## config.mk

```make
export PLATFORM = sky130hd
export DESIGN_NAME = mem_bus_ctrl
export DESIGN_NICKNAME = d
export VERILOG_FILES = /design/src/rtl/mem_bus_ctrl.sv
export SDC_FILE = /design/constraint.sdc
export NUM_CORES = 1
export LEC_CHECK = 0
export CORE_MARGIN = 2
export CORE_UTILIZATION = 41
export CTS_CLUSTER_SIZE = 14
export DETAILED_ROUTE_END_ITERATION = 8
export GPL_ROUTABILITY_DRIVEN = 1
export PLACE_DENSITY = 0.85
export RECOVER_POWER = 50
export SETUP_SLACK_MARGIN = 0.02
export SLEW_MARGIN = 20
export SYNTH_ARGS = -nofsm -noshare
export SYNTH_HDL_FRONTEND = slang
export SYNTH_SLANG_ARGS = --single-unit
```

## constraint.sdc

```tcl
create_clock -name Clk -period 2.25 [get_ports Clk]
set_input_delay 0.45 -clock Clk [delete_from_list [all_inputs] [get_ports Clk]]
set_output_delay 0.45 -clock Clk [all_outputs]
set_load 0.01 [all_outputs]
```

## src/rtl/mem_bus_ctrl.sv

```systemverilog
// Memory-bus sequencer: IDLE -> SETUP -> ACCESS -> HOLD -> DONE with active-low SRAM strobes,
// per-byte enables, mem_ready wait with optional timeout, and masked read-data capture.
module mem_bus_ctrl #(
  parameter int ADDR_W    = 20,
  parameter int DATA_W    = 16,
  parameter int BE_W      = DATA_W / 8,
  parameter int SETUP_CYC = 1,
  parameter int TIMEOUT   = 255
) (
  input  logic              Clk,
  input  logic              Reset,
  input  logic              req,
  input  logic              we,
  input  logic [ADDR_W-1:0] addr,
  input  logic [DATA_W-1:0] wdata,
  input  logic [BE_W-1:0]   be,
  output logic              busy,
  output logic              done,
  output logic              err,
  output logic [DATA_W-1:0] rdata,
  output logic [ADDR_W-1:0] ADDR,
  output logic [DATA_W-1:0] Data_out,
  output logic              Data_oe,
  input  logic [DATA_W-1:0] Data_in,
  input  logic              mem_ready,
  output logic              Mem_CE,
  output logic              Mem_OE,
  output logic              Mem_WE,
  output logic [BE_W-1:0]   Mem_BE,
  output logic [2:0]        dbg_state
);

  typedef enum logic [2:0] {
    S_IDLE   = 3'd0,
    S_SETUP  = 3'd1,
    S_ACCESS = 3'd2,
    S_HOLD   = 3'd3,
    S_DONE   = 3'd4
  } state_e;

  // One counter serves both the setup phase and the ACCESS wait; it is cleared on entry to each.
  localparam int SW    = $clog2(SETUP_CYC + 1);
  localparam int TW    = $clog2(TIMEOUT + 1);
  localparam int CW_A  = (SW > TW) ? SW : TW;
  localparam int CNT_W = (CW_A < 1) ? 1 : CW_A;
  localparam logic [CNT_W-1:0] SETUP_LAST = CNT_W'(SETUP_CYC - 1);
  localparam logic [CNT_W-1:0] TO_LAST    = CNT_W'(TIMEOUT - 1);

  state_e            state_q, state_d;
  logic [CNT_W-1:0]  cnt_q, cnt_d;
  logic              we_q, we_d;
  logic [ADDR_W-1:0] addr_q, addr_d;
  logic [DATA_W-1:0] wdata_q, wdata_d;
  logic [BE_W-1:0]   be_q, be_d;
  logic [DATA_W-1:0] rdata_q, rdata_d;
  logic              err_q, err_d;
  logic [DATA_W-1:0] rd_masked;
  logic              active;

  always_comb begin
    rd_masked = '0;
    for (int i = 0; i < BE_W; i++) begin
      if (be_q[i]) rd_masked[i*8 +: 8] = Data_in[i*8 +: 8];
    end
  end

  always_comb begin
    state_d = state_q;
    cnt_d   = cnt_q;
    we_d    = we_q;
    addr_d  = addr_q;
    wdata_d = wdata_q;
    be_d    = be_q;
    rdata_d = rdata_q;
    err_d   = err_q;
    case (state_q)
      S_IDLE: begin
        if (req) begin
          state_d = S_SETUP;
          cnt_d   = '0;
          we_d    = we;
          addr_d  = addr;
          wdata_d = wdata;
          be_d    = be;
        end
      end
      S_SETUP: begin
        if (cnt_q == SETUP_LAST) begin
          state_d = S_ACCESS;
          cnt_d   = '0;
        end else begin
          cnt_d = cnt_q + CNT_W'(1);
        end
      end
      S_ACCESS: begin
        // mem_ready takes priority over a timeout landing on the same cycle.
        if (mem_ready) begin
          state_d = S_HOLD;
          if (!we_q) rdata_d = rd_masked;
        end else if ((TIMEOUT != 0) && (cnt_q == TO_LAST)) begin
          state_d = S_HOLD;
          err_d   = 1'b1;
        end else begin
          cnt_d = cnt_q + CNT_W'(1);
        end
      end
      S_HOLD: state_d = S_DONE;
      S_DONE: begin
        state_d = S_IDLE;
        err_d   = 1'b0;
      end
      default: state_d = S_IDLE;
    endcase
  end

  always_ff @(posedge Clk) begin
    if (Reset) begin
      state_q <= S_IDLE;
      cnt_q   <= '0;
      we_q    <= 1'b0;
      addr_q  <= '0;
      wdata_q <= '0;
      be_q    <= '0;
      rdata_q <= '0;
      err_q   <= 1'b0;
    end else begin
      state_q <= state_d;
      cnt_q   <= cnt_d;
      we_q    <= we_d;
      addr_q  <= addr_d;
      wdata_q <= wdata_d;
      be_q    <= be_d;
      rdata_q <= rdata_d;
      err_q   <= err_d;
    end
  end

  always_comb begin
    active    = (state_q == S_SETUP) || (state_q == S_ACCESS) || (state_q == S_HOLD);
    busy      = (state_q != S_IDLE);
    done      = (state_q == S_DONE);
    err       = (state_q == S_DONE) && err_q;
    Mem_CE    = !active;
    Mem_OE    = !((state_q == S_ACCESS) && !we_q);
    Mem_WE    = !((state_q == S_ACCESS) && we_q);
    Mem_BE    = active ? ~be_q : '1;
    Data_oe   = active && we_q;
    rdata     = rdata_q;
    ADDR      = addr_q;
    Data_out  = wdata_q;
    dbg_state = state_q;
  end

endmodule
```

==> results.py, run 1 <==
metrics = {
    "outcome": {
        "status": "finished clean",
    },
    "timing": {
        "period_needed_ns": 2.112,
        "hold_viol_final": 0,
        "fin_setup_tns_ns": 0,
        "final.setup_skew_ns": 0.007732,
        "slew_violations": 0,
        "grt_setup_unrepaired": "false",
        "slew_headroom_pct": 48.38,
        "tightest_slew_ns": 0.7673,
        "fin_crit_sh_pct": 93.87,
        "setup_viol": 0,
        "setup_ws_ns": 0.1378,
        "fmax_mhz": 473.4,
    },
    "synthesis": {
        "synthXorXnorAreaFrac_pct": 0.3204,
        "async_flop_share_pct": 0,
        "ys_seq_area_share_pct": 49.06,
        "ys.flop_type": "dfxtp_1",
        "synth_top_area_cell": "dfxtp_1",
        "yosysWarnings": 0,
        "synth_top_family_by_area": "simple AND/OR/NAND/NOR gates",
        "synth_compound_area_share_pct": 19.27,
        "synth_most_common_cell": "nand2_1",
        "synth_nets": 402,
        "syn_avg_cell_area_sq_um": 8.041,
        "synth_fa_ha_area_share_pct": 1.373,
        "yosys-top-cells-area": "dfxtp_1, nand2_1, a21oi_1",
        "synthMuxAreaShare_pct": 0,
        "synth_seq_cells": 67,
        "synth.distinct_cells": 42,
        "synth_area_sq_um": 2734,
        "synth_top_area_share_pct": 49.06,
        "ys_top_cells_by_count": "nand2_1, dfxtp_1, a21oi_1, nand3_1, clkbuf_1",
        "syn_inst": 340,
        "yosys.area_share.simple_pct": 25.08,
        "synth_edf_count": 0,
    },
    "clocking": {
        "numClockSinks": 67,
        "htree_levels": 3,
        "clk_latency_ns": 0.34,
        "cts_hold_buf": 0,
        "cts_max_path_buffers": 2,
        "cts_root_buffer": "clkbuf_8",
        "postCtsSetupBuffers": 0,
        "cts_buffers": 9,
        "cts_tree": "yes",
        "path_clk_slew_ns": 0.07,
    },
    "worst_setup_path": {
        "rr_worst_depth": 6,
        "crit_arrival_ns": 1.66,
        "cp_max_fo": 9,
        "worstSetupPathType": "flop to primary output",
        "start_kind": "flop",
        "worstPathRequired_ns": 1.80,
        "endpoint_kind": "primary output",
        "ff2ff_setup_slack_ns": 0.17,
        "worstReg2RegStart": "cnt_q[0]",
        "rr_endpoint": "cnt_q[5]",
    },
    "floorplanning": {
        "rows": 29,
        "start_util_pct": 42.81,
        "dieArea_sq_um": 7337,
        "dieWidth_um": 85.66,
        "die_y_um": 85.66,
        "ioPinCount": 123,
        "design.core.area_sq_um": 6386,
    },
    "layout": {
        "antenna_cells": 0,
        "drive_above_1_share_pct": 8.621,
        "fillCellCount": 528,
        "area_delta_synth_final_pct": 55.29,
        "fin_nets": 521,
    },
    "global_route": {
        "grt_overflow": 0,
        "antenna_found_initial": 0,
        "grt_pass1_vias": 2640,
        "grt_usage_pct": 21.17,
        "grt_start_max_net_pins": 40,
        "grt_pass1_wl_um": 12440,
    },
    "hold_path": {
        "hold_path_end": "Data_out[9]",
        "hp-class": "flop to flop",
        "min-delay-start": "Data_out[9]",
        "hold_path_depth": 2,
    },
    "placed_design": {
        "pre_cts_slack_ns": 0.07246,
        "port_buffers": 122,
        "dp_hpwl_um": 5295,
        "place.gp.congestion": 0.8744,
    },
    "power_and_ir_drop": {
        "vdd_drop_max_mv": 0.4818,
        "clkPwrFrac_pct": 34.1,
        "switchingPower_mw": 0.8207,
        "share_seq_of_total_power_pct": 44.5,
        "p_leak_nw": 1.569,
        "p_sw_share_pct": 27.51,
        "p_int_mw": 2.163,
        "p_comb_share_pct": 21.3,
        "power.density_nw_per_um2": 702.8,
    },
    "routing": {
        "drt_iter0_markers": 135,
        "drc_errors": 0,
        "dr_total_vias": 2802,
        "dr.pass1.iters": 4,
        "met3_length_um": 575,
        "wl_met1_um": 3122,
        "routed.top_layer": "met4",
        "ant_nets": 0,
        "routedWlPerCell_um": 13.74,
        "wirelength_um": 7431,
        "met2_wirelength_um": 3593,
        "via_per_inst": 5.179,
    },
    "run": {
        "cap_viol_max_count": 0,
    },
}
==> power groups by stage <==
stage	Sequential (mW)	Clock, mW	Combinational, mW
after global routing	1.34	1.10	0.701
after floorplan	1.36	0	0.291
final	1.33	1.02	0.637
after CTS	1.33	1.05	0.665
after global placement	1.35	0	0.653
after detailed placement	1.35	0	0.661
==> how the worst max path moves through the flow <==
stage / from / slack [ns] / to / cells past startpoint
final: dbg_state[2] / 0.14 / done / 3
after global routing: cnt_q[0] / 0.02 / cnt_q[5] / 6
after CTS: dbg_state[0] / 0.05 / Mem_OE / 3
after detailed placement: mem_ready / 0.07 / cnt_q[7] / 5
after global placement: mem_ready / 0.11 / cnt_q[7] / 5
after floorplan: dbg_state[1] / 0.48 / rdata[12] / 6
==> area by class of cell <==
class | count | area (sq um) | share of cell area [%]
well taps | 77 | 96.34 | 2.269
multi-input cells | 240 | 1266 | 29.83
repair buffers | 133 | 1299 | 30.59
clock inverters | 4 | 48.80 | 1.149
flip-flops and latches | 67 | 1350 | 31.80
clock buffers | 12 | 155.1 | 3.655
inverters | 8 | 30.03 | 0.7073
==> cell usage in the layout, fill, tap and decap left out, types with 3 or more instances in the layout <==
cell type,count
nor2_1,3
inv_1,8
nor3_1,3
buf_4,10
clkbuf_8,11
dlygate4sd3_1,24
a32oi_1,4
nand4_1,3
a21oi_1,58
dfxtp_1,64
nand2_1,100
o21ai_0,4
nand3_1,21
ha_1,3
a211oi_1,3
clkdlybuf4s50_1,96
==> kinds of logic after synthesis <==
| logic type | count (synthesis) |
|---|---|
| xor gates and xnor gates | 1 |
| adders and majority gates | 3 |
| DFF | 67 |
| buffers and inverters | 33 |
| AOI/OAI and AO/OA | 85 |
| and+or+nand+nor | 151 |
==> registers in the layout, indices dropped and copies added, names as in the netlist <==
register   flops
ADDR          20
Data_out      16
rdata         16
cnt_q          8
dbg_state      3
be_q           2
err_q          1
we_q           1
==> through the flow <==
stage / util (%) / hold slack (ns) / instances / total power, mW / area, sq um
2_1_floorplan: - / 0.4762 / 340 / 1.655 / 2734
3_3_place_gp: 63.22 / 0.4371 / 525 / 2.002 / 4038
3_5_place_dp: 63.22 / 0.4471 / 525 / 2.014 / 4038
4_1_cts: 66.48 / 0.4568 / 541 / 3.041 / 4245
5_1_grt: 66.48 / 0.4624 / 541 / 3.142 / 4245
6_report: 66.48 / 0.4502 / 541 / 2.984 / 4245
==> repair_timing <==
item	CTS	global route
endpoints found under the hold margin	0	0
resized for setup	3	5
setup endpoints to repair	3	5
==> metal layers <==
metal | track usage [%] | vias to the layer above
met5 | 0 | -
met4 | 8.658 | 0
met3 | 6.737 | 15
met2 | 34.38 | 113
met1 | 26.06 | 1268
li1 | - | 1406
==> critical path, stage by stage, from the launching register on <==
cell and delay, ns:
dfxtp_2 0.43, inv_1 0.12, nor3_2 0.22, clkdlybuf4s50_1 0.56
Power figures use the tool's default switching activity.
==> inputs of run 2 (changes only) <==
CORE_UTILIZATION = 30   (was 41)
PLACE_DENSITY = 0.67   (was 0.85)
==> results.py, run 2 (same netlist as run 1, synthesis figures left out) <==
metrics = {
    "layout": {
        "layout_common_cells": "nand2_1, clkdlybuf4s50_1, dfxtp_1, a21oi_1, dlygate4sd3_1",
        "finalNonFillerCells": 578,
        "area_delta_synth_final_pct": 58.22,
        "largest_reg_flops": 20,
        "drive_above_1_share_pct": 10.02,
        "multi_input_area_sq_um": 1274,
        "final_area_sq_um": 4325,
        "final_common_cell": "nand2_1",
        "regArea_sq_um": 1350,
        "fillCellCount": 858,
        "fin_nets": 526,
    },
    "routing": {
        "dr_total_vias": 2799,
        "drc_errors": 0,
        "ant_nets": 0,
        "wirelength_um": 7972,
        "dr.pass1.iters": 4,
        "via_per_inst": 4.843,
        "drt_iter0_markers": 96,
        "routedWlPerCell_um": 13.79,
    },
    "timing": {
        "slew_violations": 0,
        "fmax_mhz": 466.4,
        "grt_setup_unrepaired": "true",
        "final.setup_skew_ns": 0.01261,
        "fin_setup_tns_ns": 0,
        "period_needed_ns": 2.144,
        "slew_headroom_pct": 46.74,
        "hold_viol_final": 0,
        "setup_ws_ns": 0.1057,
        "fin_crit_sh_pct": 95.30,
        "setup_viol": 0,
        "holdWs_ns": 0.4499,
        "tightest_slew_ns": 0.7990,
    },
    "global_route": {
        "grt_start_max_net_pins": 40,
        "grt_overflow": 0,
        "grt_usage_pct": 16.20,
        "antenna_found_initial": 1,
        "grt_pass1_wl_um": 12990,
        "grt_pass1_vias": 2715,
    },
    "worst_setup_path": {
        "endpoint_kind": "primary output",
        "crit_arrival_ns": 1.69,
        "start_kind": "flop",
        "rr_endpoint": "cnt_q[7]",
        "worstSetupPathType": "flop to primary output",
        "cp_max_fo": 8,
        "rr_worst_depth": 6,
        "worstReg2RegStart": "cnt_q[0]",
        "ff2ff_setup_slack_ns": 0.20,
        "worstPathRequired_ns": 1.80,
    },
    "floorplanning": {
        "start_util_pct": 31.20,
        "dieWidth_um": 99.46,
        "rows": 34,
        "design.core.area_sq_um": 8763,
        "dieArea_sq_um": 9892,
        "ioPinCount": 123,
        "die_y_um": 99.46,
    },
    "placed_design": {
        "dp_hpwl_um": 5557,
        "place.gp.congestion": 0.7819,
        "port_buffers": 122,
        "dp_cells": 556,
        "pre_cts_slack_ns": 0.1031,
        "dpl_cell_area_sq_um": 4076,
    },
    "clocking": {
        "path_clk_slew_ns": 0.08,
        "clk_latency_ns": 0.34,
        "cts_tree": "yes",
        "cts_root_buffer": "clkbuf_8",
        "cts_buffers": 9,
        "numClockSinks": 67,
        "cts_hold_buf": 0,
        "htree_levels": 3,
        "cts_max_path_buffers": 2,
    },
    "hold_path": {
        "min-delay-start": "rdata[9]",
        "hp-class": "flop to flop",
        "hold_path_end": "rdata[9]",
        "hold_path_depth": 2,
    },
    "run": {
        "cap_viol_max_count": 0,
    },
    "power_and_ir_drop": {
        "vdd_drop_max_mv": 0.3676,
        "power.density_nw_per_um2": 700.6,
        "p_leak_nw": 1.591,
    },
    "outcome": {
        "status": "finished clean",
    },
}
-- run 2: cell count changes in the layout (fill, tap and decap cells not counted) --
| cell | change |
|---|---|
| clkbuf_8 | -1 |
| nand2b_2 | +1 |
| nor3_2 | +1 |
| buf_4 | +3 |
| nand2b_1 | -1 |
| clkinv_4 | +1 |
| diode_2 | +1 |
| inv_6 | +1 |
| clkinv_2 | -1 |
| nor3_1 | -1 |
| clkbuf_2 | +2 |
-- run 2: critical path: stages (launching register included) --
cell	delay (ns)
dfxtp_4	0.38
nor2_1	0.19
nor2_2	0.09
buf_4	0.14
inv_1	0.04
clkdlybuf4s50_1	0.52
-- run 2: timing repair --
item	4_1_cts	5_1_grt
gates resized for setup	6	4
setup endpoints to repair	7	4
buffers inserted	0	5
pin swaps	0	1
gates cloned	0	0
-- run 2: final cells by class --
class / count / area share, %
sequential: 67 / 31.21
timing repair buffer: 138 / 30.78
multi-input combinational: 240 / 29.45
clock buffer: 11 / 3.269
tap: 108 / 3.124
clock inverter: 5 / 1.417
inverter: 8 / 0.6942
antenna: 1 / 0.05785
-- run 2: power by group --
group	switching, mW	total [mW]	leakage, nW	internal [mW]
logic	0.331	0.681	0.939	0.350
registers	0.0542	1.32	0.548	1.26
clock network	0.482	1.03	0.104	0.549
total	0.867	3.03	1.59	2.16
-- run 2: worst max path at each step --
stage / slack [ns] / cells past startpoint / startpoint / to
2_1_floorplan: 0.48 / 6 / dbg_state[1] / rdata[12]
3_3_place_gp: 0.13 / 4 / mem_ready / rdata[7]
3_5_place_dp: 0.10 / 4 / mem_ready / rdata[15]
4_1_cts: 0.02 / 3 / dbg_state[0] / Mem_OE
5_1_grt: -0.001 / 5 / dbg_state[1] / Mem_CE
6_report: 0.11 / 5 / dbg_state[1] / Mem_CE
-- run 2: metrics by stage --
stage	total power, mW	utilization [%]
finish	3.030	49.36
global route	3.194	49.33
CTS	3.072	49.03
detailed placement	2.026	46.52
global placement	2.015	46.52
floorplan	1.655	-
-- run 2: per-layer routing --
metal	part of all wire, %	global-route usage, %	wire (um)	up-vias
met3	9.0	6.465	721	7
met1	44	19.75	3497	1296
met5	0	0	0	-
met2	46	26.30	3681	83
li1	-	-	-	1413
met4	0.90	5.058	72	0
==> inputs of run 3 (changes only) <==
ABC_AREA = 1   (was unset)
CTS_BUF_LIST = sky130_fd_sc_hd__clkbuf_2   (was unset)
==> results.py, run 3 <==
metrics = {
    "outcome": {
        "status": "finished clean",
    },
    "synthesis": {
        "yosysWarnings": 0,
        "async_flop_share_pct": 0,
        "ys_seq_area_share_pct": 48.48,
        "yosys-top-cells-area": "dfxtp_1, a21oi_1, inv_1",
        "ys.flop_type": "dfxtp_1",
        "synth_most_common_cell": "dfxtp_1",
        "synth_top_area_cell": "dfxtp_1",
        "synth_top_area_share_pct": 48.48,
        "synth_seq_cells": 67,
        "synth_nets": 429,
        "ys_top_cells_by_count": "dfxtp_1, a21oi_1, inv_1, nand2_1, o21ai_0",
        "synth_edf_count": 0,
        "synth_area_sq_um": 2766,
        "syn_avg_cell_area_sq_um": 7.538,
        "synth.distinct_cells": 22,
        "syn_inst": 367,
    },
    "timing": {
        "setup_viol": 0,
        "setup_ws_ns": 0.2237,
        "final.setup_skew_ns": 0.02779,
        "fmax_mhz": 493.5,
        "tightest_slew_ns": 1.072,
        "slew_headroom_pct": 28.52,
        "fin_setup_tns_ns": 0,
        "holdWs_ns": 0.4552,
        "slew_violations": 0,
        "hold_viol_final": 0,
        "fin_crit_sh_pct": 90.06,
        "period_needed_ns": 2.026,
        "grt_setup_unrepaired": "false",
    },
    "floorplanning": {
        "start_util_pct": 30.37,
        "ioPinCount": 123,
        "dieWidth_um": 100.0,
        "dieArea_sq_um": 10010,
        "design.core.area_sq_um": 9109,
        "rows": 35,
        "die_y_um": 100.0,
    },
    "layout": {
        "drive_above_1_share_pct": 6.085,
        "area_delta_synth_final_pct": 52.65,
        "fin_nets": 550,
        "layout_common_cells": "clkdlybuf4s50_1, dfxtp_1, a21oi_1, inv_1, nand2_1",
        "largest_reg_flops": 20,
        "regArea_sq_um": 1349,
        "finalNonFillerCells": 604,
        "fillCellCount": 920,
        "antenna_cells": 0,
        "multi_input_area_sq_um": 1085,
        "final_common_cell": "clkdlybuf4s50_1",
    },
    "routing": {
        "ant_nets": 0,
        "via_per_inst": 4.462,
        "wirelength_um": 7242,
        "dr.pass1.iters": 4,
        "dr_total_vias": 2695,
        "routedWlPerCell_um": 11.99,
        "drt_iter0_markers": 143,
        "drc_errors": 0,
    },
    "clocking": {
        "cts_buffers": 9,
        "cts_tree": "yes",
        "numClockSinks": 67,
        "cts_root_buffer": "clkbuf_2",
        "cts_max_path_buffers": 2,
        "clk_latency_ns": 0.50,
        "cts_hold_buf": 0,
        "path_clk_slew_ns": 0.18,
        "htree_levels": 3,
    },
    "worst_setup_path": {
        "max_stage_delay_ns": 0.40,
        "worstSetupPathType": "flop to primary output",
        "worstPathRequired_ns": 1.80,
        "start_kind": "flop",
        "crit_path_top_delay_cell": "dfxtp_1",
        "path_cells": "nor2_4 > clkbuf_1 > nand2_1 > dlygate4sd2_1",
        "cp_max_fo": 6,
        "endpoint_kind": "primary output",
        "crit_arrival_ns": 1.58,
        "rr_worst_depth": 8,
    },
    "power_and_ir_drop": {
        "vdd_drop_max_mv": 0.3960,
        "p_leak_nw": 1.622,
        "power.density_nw_per_um2": 853.6,
        "finalPower_mw": 3.605,
    },
    "run": {
        "cap_viol_max_count": 0,
    },
    "hold_path": {
        "hold_path_depth": 2,
        "hp-class": "flop to flop",
    },
    "global_route": {
        "grt_start_max_net_pins": 79,
        "grt_pass1_vias": 2600,
        "grt_overflow": 0,
        "antenna_found_initial": 0,
        "grt_pass1_wl_um": 11760,
        "grt_usage_pct": 14.77,
    },
    "placed_design": {
        "port_buffers": 122,
        "dp_hpwl_um": 5230,
        "place.gp.congestion": 0.8561,
        "pre_cts_slack_ns": 0.4162,
        "dp_cells": 585,
    },
}
==> run 3: changes by cell type after synthesis, sizes merged, moves of 3 or more <==
cell	delta
o21ai	+37
nor2	+14
a32oi	-4
a21oi	+6
xor2	+4
inv	+51
a211oi	-3
nor4b	-3
nand3	+5
nand2	-43
clkbuf	-7
and2	-3
==> run 3: final timing paths <==
check	start	end	slack, ns
worst min register to register	Data_out[14]	Data_out[14]	0.46
worst max-delay path	dbg_state[2]	busy	0.22
worst max register to register	dbg_state[2]	rdata[5]	0.36
worst min-delay path	Data_out[14]	Data_out[14]	0.46
==> run 3: area by class of cell <==
class,count,area share (%)
Multi-Input combinational cell,222,25.69
Clock buffer,10,1.185
Timing Repair Buffer,129,30.49
Inverter,59,5.304
Clock inverter,6,2.104
Sequential cell,67,31.94
Tap cell,111,3.289
==> run 3: worst max-delay path: cells and delay by family, from the launching register on <==
family / cells / cell delay, ns
AND/OR/NAND/NOR: 2 / 0.23
flip-flops: 1 / 0.40
buffers and inverters: 2 / 0.46
==> run 3: report_power, final <==
part,switching (mW),internal (mW),total [mW],leakage (nW)
Combinational,0.654,0.619,1.27,0.993
Sequential,0.119,1.38,1.50,0.550
Clock,0.456,0.374,0.829,0.0785
Total,1.23,2.38,3.60,1.62
==> run 3: what timing repair did <==
action	in CTS	in global routing
buffers inserted	3	0
setup endpoints to repair	9	3
pin swaps	1	0
resized for setup	11	3
==> run 3: cell families after synthesis <==
family | Yosys count | synth area share [%]
simple gates | 109 | 18.09
compound gates | 106 | 19.18
buf+inv | 78 | 11.62
flops | 67 | 48.48
xor+xnor | 4 | 1.266
fa+ha+maj | 3 | 1.357
==> run 3: per-layer routing <==
metal	track usage (%)	part of all wire [%]	routed length, um
met1	16.86	43	3102
met2	23.54	45	3237
met3	7.242	11	763
met4	6.322	1.9	140
met5	0	0	0
==> run 3: through the flow <==
stage / cell area (sq um) / utilization [%]
finish: 4223 / 46.36
global route: 4223 / 46.36
CTS: 4267 / 46.84
detailed placement: 4091 / 44.92
global placement: 4091 / 44.92
floorplan: 2766 / -
